--- src/rtl/io_mmio_wait_bridge.sv ---
`default_nettype none
// ============================================================================
// Module   : io_mmio_wait_bridge
// Purpose  : Bridge from the MCS I/O bus to the MMIO bus with slave wait
//            states. Each I/O request is registered and held on the MMIO bus
//            until the slave acknowledges. If no ack arrives within
//            TIMEOUT_CYCLES, the access is aborted with an error response.
//            Out-of-window and malformed requests are rejected without any
//            MMIO activity. Every error sets a sticky flag.
// Revision : 2.0 - wait-state capable replacement of the single-cycle bridge
// ----------------------------------------------------------------------------
// Ports
//   clk, reset_n            clock, asynchronous active-low reset
//   io_addr_strobe          MCS transaction start
//   io_read/write_strobe    request direction (exactly one must be set)
//   io_byte_enable          write byte lanes
//   io_address              byte address
//   io_write_data           write data
//   io_read_data            response data (meaningful while io_ready on a read)
//   io_ready                one-cycle completion pulse
//   mmio_cs/read/write      MMIO access strobe and qualifiers, held while waiting
//   mmio_addr               word address io_address[ADDR_W+1:2]
//   mmio_byte_enable        byte lanes (all lanes on reads)
//   mmio_write_data         registered write data
//   mmio_read_data          slave read data, sampled with mmio_ack
//   mmio_ack                single-cycle slave completion
//   err_clear               clears err_flag
//   err_flag                sticky error indicator
// ============================================================================
module io_mmio_wait_bridge #(
    parameter logic [31:0] IO_BRIDGE_BASE = 32'hc000_0000,
    parameter int          ADDR_W         = 21,
    parameter int          TIMEOUT_CYCLES = 255,
    parameter logic [31:0] ERR_DATA       = 32'hdead_beef
) (
    input  logic              clk,
    input  logic              reset_n,
    input  logic              io_addr_strobe,
    input  logic              io_read_strobe,
    input  logic              io_write_strobe,
    input  logic [3:0]        io_byte_enable,
    input  logic [31:0]       io_address,
    input  logic [31:0]       io_write_data,
    output logic [31:0]       io_read_data,
    output logic              io_ready,
    output logic              mmio_cs,
    output logic              mmio_write,
    output logic              mmio_read,
    output logic [ADDR_W-1:0] mmio_addr,
    output logic [3:0]        mmio_byte_enable,
    output logic [31:0]       mmio_write_data,
    input  logic [31:0]       mmio_read_data,
    input  logic              mmio_ack,
    input  logic              err_clear,
    output logic              err_flag
);

    // Counter holds values 0..TIMEOUT_CYCLES-1 only; it never wraps because
    // the FSM leaves ACCESS when it reaches the last value.
    localparam int              CNT_W    = $clog2(TIMEOUT_CYCLES + 1);
    localparam logic [CNT_W-1:0] CNT_LAST = CNT_W'(TIMEOUT_CYCLES - 1);

    localparam logic [1:0] ST_IDLE   = 2'd0;
    localparam logic [1:0] ST_ACCESS = 2'd1;
    localparam logic [1:0] ST_RESP   = 2'd2;

    logic [1:0]        state_q,       state_d;
    logic [CNT_W-1:0]  cnt_q,         cnt_d;
    logic [31:0]       rdata_q,       rdata_d;
    logic              ready_q,       ready_d;
    logic              cs_q,          cs_d;
    logic              wr_q,          wr_d;
    logic              rd_q,          rd_d;
    logic [ADDR_W-1:0] addr_q,        addr_d;
    logic [3:0]        be_q,          be_d;
    logic [31:0]       wdata_q,       wdata_d;
    logic              err_q,         err_d;

    logic w_req;
    logic w_malformed;
    logic w_in_window;
    logic w_err_set;

    // A request needs at least one direction strobe; both together is malformed.
    assign w_req       = io_addr_strobe & (io_read_strobe | io_write_strobe);
    assign w_malformed = io_read_strobe & io_write_strobe;
    assign w_in_window = (io_address[31:24] == IO_BRIDGE_BASE[31:24]);

    always_comb begin
        state_d   = state_q;
        cnt_d     = cnt_q;
        rdata_d   = rdata_q;
        ready_d   = 1'b0;
        cs_d      = cs_q;
        wr_d      = wr_q;
        rd_d      = rd_q;
        addr_d    = addr_q;
        be_d      = be_q;
        wdata_d   = wdata_q;
        w_err_set = 1'b0;

        case (state_q)
            ST_IDLE: begin
                if (w_req) begin
                    if (!w_malformed && w_in_window) begin
                        state_d = ST_ACCESS;
                        cnt_d   = '0;
                        cs_d    = 1'b1;
                        rd_d    = io_read_strobe;
                        wr_d    = io_write_strobe;
                        addr_d  = io_address[ADDR_W+1:2];
                        be_d    = io_read_strobe ? 4'hf : io_byte_enable;
                        wdata_d = io_write_data;
                    end else begin
                        state_d   = ST_RESP;
                        ready_d   = 1'b1;
                        rdata_d   = ERR_DATA;
                        w_err_set = 1'b1;
                    end
                end
            end

            ST_ACCESS: begin
                // Ack has priority over a timeout reached in the same cycle.
                if (mmio_ack) begin
                    state_d = ST_RESP;
                    ready_d = 1'b1;
                    cs_d    = 1'b0;
                    rd_d    = 1'b0;
                    wr_d    = 1'b0;
                    if (rd_q) begin
                        rdata_d = mmio_read_data;
                    end
                end else if (cnt_q == CNT_LAST) begin
                    state_d   = ST_RESP;
                    ready_d   = 1'b1;
                    cs_d      = 1'b0;
                    rd_d      = 1'b0;
                    wr_d      = 1'b0;
                    rdata_d   = ERR_DATA;
                    w_err_set = 1'b1;
                end else begin
                    cnt_d = cnt_q + 1'b1;
                end
            end

            ST_RESP: begin
                state_d = ST_IDLE;
            end

            default: begin
                state_d = ST_IDLE;
            end
        endcase

        // Setting takes precedence over a simultaneous clear.
        if (w_err_set) begin
            err_d = 1'b1;
        end else if (err_clear) begin
            err_d = 1'b0;
        end else begin
            err_d = err_q;
        end
    end

    always_ff @(posedge clk or negedge reset_n) begin
        if (!reset_n) begin
            state_q <= ST_IDLE;
            cnt_q   <= '0;
            rdata_q <= '0;
            ready_q <= 1'b0;
            cs_q    <= 1'b0;
            wr_q    <= 1'b0;
            rd_q    <= 1'b0;
            addr_q  <= '0;
            be_q    <= 4'h0;
            wdata_q <= '0;
            err_q   <= 1'b0;
        end else begin
            state_q <= state_d;
            cnt_q   <= cnt_d;
            rdata_q <= rdata_d;
            ready_q <= ready_d;
            cs_q    <= cs_d;
            wr_q    <= wr_d;
            rd_q    <= rd_d;
            addr_q  <= addr_d;
            be_q    <= be_d;
            wdata_q <= wdata_d;
            err_q   <= err_d;
        end
    end

    assign io_read_data     = rdata_q;
    assign io_ready         = ready_q;
    assign mmio_cs          = cs_q;
    assign mmio_write       = wr_q;
    assign mmio_read        = rd_q;
    assign mmio_addr        = addr_q;
    assign mmio_byte_enable = be_q;
    assign mmio_write_data  = wdata_q;
    assign err_flag         = err_q;

endmodule
`default_nettype wire

--- config.mk ---
export PLATFORM = sky130hd
export DESIGN_NAME = io_mmio_wait_bridge
export DESIGN_NICKNAME = d
export VERILOG_FILES = /design/src/rtl/io_mmio_wait_bridge.sv
export SDC_FILE = /design/constraint.sdc
export NUM_CORES = 1
export LEC_CHECK = 0
export BUFFER_PORTS_ARGS = -buffer_cell sky130_fd_sc_hd__buf_2
export CORE_MARGIN = 3
export CORE_UTILIZATION = 26
export CTS_BUF_LIST = sky130_fd_sc_hd__clkbuf_8
export DETAILED_ROUTE_END_ITERATION = 7
export REMOVE_ABC_BUFFERS = 1
export SLEW_MARGIN = 0
export SYNTH_ARGS = -nofsm -noshare
export SYNTH_HDL_FRONTEND = slang
export SYNTH_SLANG_ARGS = --single-unit
--- constraint.sdc ---
create_clock -name clk -period 3.05 [get_ports clk]
set_input_delay 0.61 -clock clk [delete_from_list [all_inputs] [get_ports clk]]
set_output_delay 0.61 -clock clk [all_outputs]
set_load 0.03 [all_outputs]
# After elaboration in Yosys (flattened, before gate mapping)
# Index checks and enable logic that the tools add are counted.
# Widths: inputs -> output; s select.
# word_totals
elab_cells	72
register_bits	104
out_inout_bits	94
# classes
n_reduce_logical	10
n_mux	37
eq_ne	10
addsub	1
n_bitwise	3
# ops
cell	n
$mux 32	5
$pmux 32 s2	1
$mux 8	4
$eq 8x8->1 const B	2
$pmux 8 s2	1
$mux 1	15
$ne 2x2->1 const B	5
$pmux 1 s2	5
$reduce_and 5->1	2
$add 8x1->8 const B	1
$mux 2	4
$ne 3x3->1 const B	2
$mux 4	1
$pmux 2 s2	1
$reduce_and 4->1	1
$reduce_bool 2->1	2
$reduce_and 3->1	1
$and 1x1->1	2
$eq 2x1->1 const B	1
$logic_not 2->1	1
$reduce_and 2->1	1
$logic_and 1x1->1	1
$logic_not 1->1	1
$or 1x1->1	1

# Depth between registers and ports, before layout
# logic_depth
word_depth	7
mapped_depth	7
ltp_nobuf	6

# Least setup slack after synthesis
# Ideal clock, no wire load.
# synth_timing
kind	input to register
start	input io_address[24]
end	register addr_q[0], in the netlist mmio_addr[0]
setup_slack_ps	527
t_arrival_ps	2397
path_buffers	1
cell_stages	5
path_cell_list	or4_4 > or3_4 > nor4_4 > buf_6 > mux2_4
# synth_between
elab_chain_cells	3
# synth_rtl
item	line	text
start: declaration	42	input logic [31:0] io_address,
$eq 8x8->1	87	assign w_in_window = (io_address[31:24] == IO_BRIDGE_BASE[31:24]);
$logic_and 1x1->1	105	if (!w_malformed && w_in_window) begin
$reduce_and 3->1 (no line)	n/a	
end signal: assignment	187	addr_q <= addr_d;
end: declaration	74	logic [ADDR_W-1:0] addr_q, addr_d;
# No other way between the ends.
# A chain may end at the register's enable or synchronous reset.

# Worst setup path after layout
# layout_timing
start	input io_address[24]
end	register addr_q[11], in the netlist mmio_addr[11]
# Same word-level chain as after synthesis.

==> metrics.txt <==
# TYPE chip_impl_metric gauge
chip_impl_metric{name="post_cts.repair.setup_buffers",unit=""} 0
chip_impl_metric{name="yosysWarningCount",unit=""} 0
chip_impl_info{name="crit_path_frequent_cell",value="buf_12"} 1
chip_impl_metric{name="initial_utilization",unit="%"} 26.7
chip_impl_metric{name="die_y",unit="µm"} 136
chip_impl_metric{name="firstDrtPassIters",unit=""} 4
chip_impl_metric{name="worst_slack",unit="ns"} 0.652
chip_impl_metric{name="setup_viol",unit=""} 0
chip_impl_metric{name="drive_gt1_share",unit="%"} 50.1
chip_impl_info{name="synthFlopType",value="dfrtp_1"} 1
chip_impl_metric{name="sum_of_routed_wire_length_over_all_layers",unit="µm"} 10900
chip_impl_info{name="yosys.cell_count.top_type",value="dfrtp_1"} 1
chip_impl_metric{name="timing.final.crit_period",unit="ns"} 2.40
chip_impl_metric{name="first_global_vias",unit=""} 3359
chip_impl_info{name="unrepaired_setup_endpoints_after_global_routing",value="false"} 1
chip_impl_metric{name="number_of_enable_flip_flop_cells_after_synthesis",unit=""} 0
chip_impl_info{name="path_class",value="input pin to register"} 1
chip_impl_metric{name="p_leak",unit="nW"} 3.00
chip_impl_info{name="crit_slowest_cell",value="or4_4"} 1
chip_impl_metric{name="depth_of_the_worst_register_to_register_path",unit=""} 5
chip_impl_metric{name="stdcell_count",unit=""} 777
chip_impl_metric{name="nets_final",unit=""} 661
chip_impl_info{name="crit_path_start_kind",value="input pin"} 1
chip_impl_metric{name="synth.cell_area",unit="mm²"} 0.00442
chip_impl_metric{name="pin_count_of_the_biggest_net_entering_global_routing",unit=""} 56
chip_impl_metric{name="wire_length_of_the_first_global_routing_pass",unit="µm"} 16700
chip_impl_metric{name="grt_overflow",unit=""} 0
chip_impl_metric{name="count_of_cell_types_in_the_netlist",unit=""} 38
chip_impl_metric{name="dp_hpwl",unit="µm"} 8010
chip_impl_metric{name="full_die_area",unit="mm²"} 0.0186
chip_impl_info{name="worst_hold_path_type",value="input pin to asynchronous set/reset pin"} 1
chip_impl_metric{name="gpl.final_weighted_congestion",unit=""} 0.752
chip_impl_metric{name="finish.utilization",unit="%"} 35.5
chip_impl_info{name="r2r_start",value="state_q[0]$_DFFE_PN0P_"} 1
chip_impl_metric{name="area_added_between_synthesis_and_finish",unit="%"} 33.0
chip_impl_metric{name="critPathRequiredTime",unit="ns"} 3.31
chip_impl_metric{name="insertion_delay",unit="ns"} 0.37
chip_impl_info{name="cts_root_buf",value="clkbuf_8"} 1
chip_impl_metric{name="avgSynthCellArea",unit="µm²"} 12.6
chip_impl_metric{name="via_count",unit=""} 3350
chip_impl_metric{name="wl_per_cell",unit="µm"} 14.1
chip_impl_metric{name="finalClockSkew",unit="ns"} 0.0178
chip_impl_metric{name="placed_cells_incl_taps",unit=""} 761
chip_impl_metric{name="async_flop_share",unit="%"} 100
chip_impl_metric{name="final-max-slew-violation-count",unit=""} 0
chip_impl_metric{name="max_clock_freq",unit="GHz"} 0.417
chip_impl_metric{name="clk_transition_reported_paths",unit="ns"} 0.11
chip_impl_metric{name="max_fo_critical_path",unit=""} 25
chip_impl_info{name="post-synth-top-area-cell",value="dfrtp_1"} 1
chip_impl_metric{name="drt_iter0_markers",unit=""} 168
chip_impl_info{name="critical_path.endpoint_type",value="register"} 1
chip_impl_metric{name="groute.usage.overall",unit="%"} 11.2
chip_impl_metric{name="grt_antenna_before_repair",unit=""} 0
chip_impl_metric{name="maxCapViolations",unit=""} 0
chip_impl_metric{name="viasPerCell",unit=""} 4.31
chip_impl_metric{name="buffer_ports.inserted",unit=""} 197
chip_impl_metric{name="reg2reg_setup_slack",unit="ns"} 1.17
chip_impl_metric{name="cts_buffers",unit=""} 9
chip_impl_metric{name="slew_headroom",unit="%"} 56.5
chip_impl_metric{name="final_min_period_over_clock_period",unit="%"} 78.6
chip_impl_metric{name="io-pin-count",unit=""} 201
chip_impl_metric{name="clockBufferDepth",unit=""} 2
chip_impl_metric{name="cts_hold_repair.buffers",unit=""} 0
chip_impl_metric{name="core_area",unit="mm²"} 0.0166
chip_impl_info{name="cp_cell_sequence",value="buf_2 > or4_4 > or3_4 > nor4_4 > buf_12 > buf_12 > mux2_1"} 1
chip_impl_info{name="ys_top_cells_by_area",value="dfrtp_1 59%, mux2_4 17%, nor2_1 4.8%"} 1
chip_impl_metric{name="power.ir.vdd_worst",unit="mV"} 0.287
chip_impl_metric{name="filler_cell_count",unit=""} 1651
chip_impl_metric{name="gate_count_post_synth",unit=""} 351
chip_impl_metric{name="drc_errors",unit=""} 0
chip_impl_metric{name="cts-htree-levels",unit=""} 3
chip_impl_metric{name="slowest_delay",unit="ns"} 0.53
chip_impl_metric{name="clock_sinks",unit=""} 104
chip_impl_metric{name="worstPathArrival",unit="ns"} 2.66
chip_impl_metric{name="rows",unit=""} 47
chip_impl_metric{name="synth.yosys.seq_area_share",unit="%"} 58.9
chip_impl_metric{name="post_cts.resized_instances",unit=""} 0
chip_impl_metric{name="chipWidth",unit="µm"} 136
chip_impl_metric{name="n_antenna_cell",unit=""} 0
chip_impl_info{name="run_status",value="complete, no violations"} 1
chip_impl_metric{name="power_per_cell_area",unit="mW/mm²"} 416
chip_impl_metric{name="synth-seq-cells",unit=""} 104
chip_impl_info{name="cts_tree",value="yes"} 1
chip_impl_metric{name="yosysTopAreaCellShare",unit="%"} 58.9
chip_impl_metric{name="placement.setup.worst_slack",unit="ns"} 0.239
chip_impl_metric{name="ant_nets",unit=""} 0
chip_impl_info{name="reg2reg_to",value="io_read_data[16]$_DFFE_PN0P_"} 1
chip_impl_info{name="yosys-top-cells-count",value="104 x dfrtp_1, 57 x nor2_1, 50 x mux2_4, 26 x a21oi_1, 21 x nand2_1"} 1
chip_impl_metric{name="hold_violations",unit=""} 0
chip_impl_metric{name="worst_slew_pin_slew",unit="ns"} 0.646
chip_impl_metric{name="final.hold.worst_slack",unit="ns"} 0.228
-- kinds of logic (layout without fill, tap and decap cells) --
| family | count (synthesis) | after routing | share of synthesized area [%] |
|---|---|---|---|
| buffers and inverters | 27 | 233 | 3.31 |
| adder cells (fa/ha/maj) | 2 | 2 | 0.566 |
| AND/OR/NAND/NOR | 101 | 101 | 10.4 |
| flip-flops | 104 | 104 | 58.9 |
| multiplexers | 58 | 58 | 18.9 |
| AO/OA/AOI/OAI | 59 | 59 | 7.92 |
-- report_power, final --
group	switching, mW	leakage [nW]	total [mW]	internal (mW)
combinational	0.128	1.63	0.226	0.0980
clock	0.496	0.0862	0.800	0.304
sequential	0.0168	1.28	1.42	1.40
total	0.641	3.00	2.45	1.81
-- sequential cells by signal, indices dropped and copies added (netlist names) --
| signal | cells |
|---|---|
| mmio_write_data | 32 |
| cnt_q | 8 |
| mmio_read | 1 |
| state_q | 2 |
| mmio_byte_enable | 4 |
| mmio_addr | 21 |
| mmio_write | 1 |
| io_read_data | 32 |
| mmio_cs | 1 |
| io_ready | 1 |
| err_flag | 1 |
-- placed cells by master, fill, tap and decap left out, drive strengths merged, types with 3 or more instances in the layout --
cell type,instances
clkbuf,9
clkinv,3
nor4,4
nand2,21
buf,207
nand3,4
nor2,57
a22o,4
mux2i,4
inv,12
a31oi,4
dfrtp,104
a21oi,26
and3,3
o21ai,16
mux2,54
-- metal layers --
layer	up-vias	track usage, %	part of all wire, %
met4	0	4.54	2.5
met3	24	3.33	6.5
met5	-	0	0
li1	1604	-	-
met1	1600	14.2	43
met2	122	18.0	48
-- worst max-delay path, delay by kind of cell --
family	cells	cell delay, ns
buffers and inverters	3	0.52
AND/OR/NAND/NOR	3	1.14
multiplexers	1	0.36
-- per-stage QoR --
stage          area [µm²]  total power, mW  TNS [ns]
2_1_floorplan        4310             1.54   -108.71
3_3_place_gp         5700             1.67         0
3_5_place_dp         5700             1.68         0
4_1_cts              5880             2.49         0
5_1_grt              5880             2.58         0
6_report             5880             2.45         0
-- how the worst max path moves through the flow --
stage / end / startpoint
2_1_floorplan: mmio_addr[0]$_DFFE_PN0P_ / io_address[24]
3_3_place_gp: mmio_addr[10]$_DFFE_PN0P_ / io_address[24]
3_5_place_dp: mmio_addr[11]$_DFFE_PN0P_ / io_address[24]
4_1_cts: mmio_addr[11]$_DFFE_PN0P_ / io_address[24]
5_1_grt: mmio_addr[11]$_DFFE_PN0P_ / io_address[24]
6_report: mmio_addr[11]$_DFFE_PN0P_ / io_address[24]
-- layout make-up --
type / instances / area [µm²] / share of cell area (%)
sequential: 104 / 2600 / 44.3
multi-input combinational: 220 / 1670 / 28.4
timing repair buffer: 207 / 1110 / 18.9
tap: 220 / 275 / 4.68
clock buffer: 9 / 124 / 2.11
clock inverter: 7 / 55.1 / 0.936
inverter: 10 / 37.5 / 0.638
Note: power is estimated with default switching activity, not from simulation.
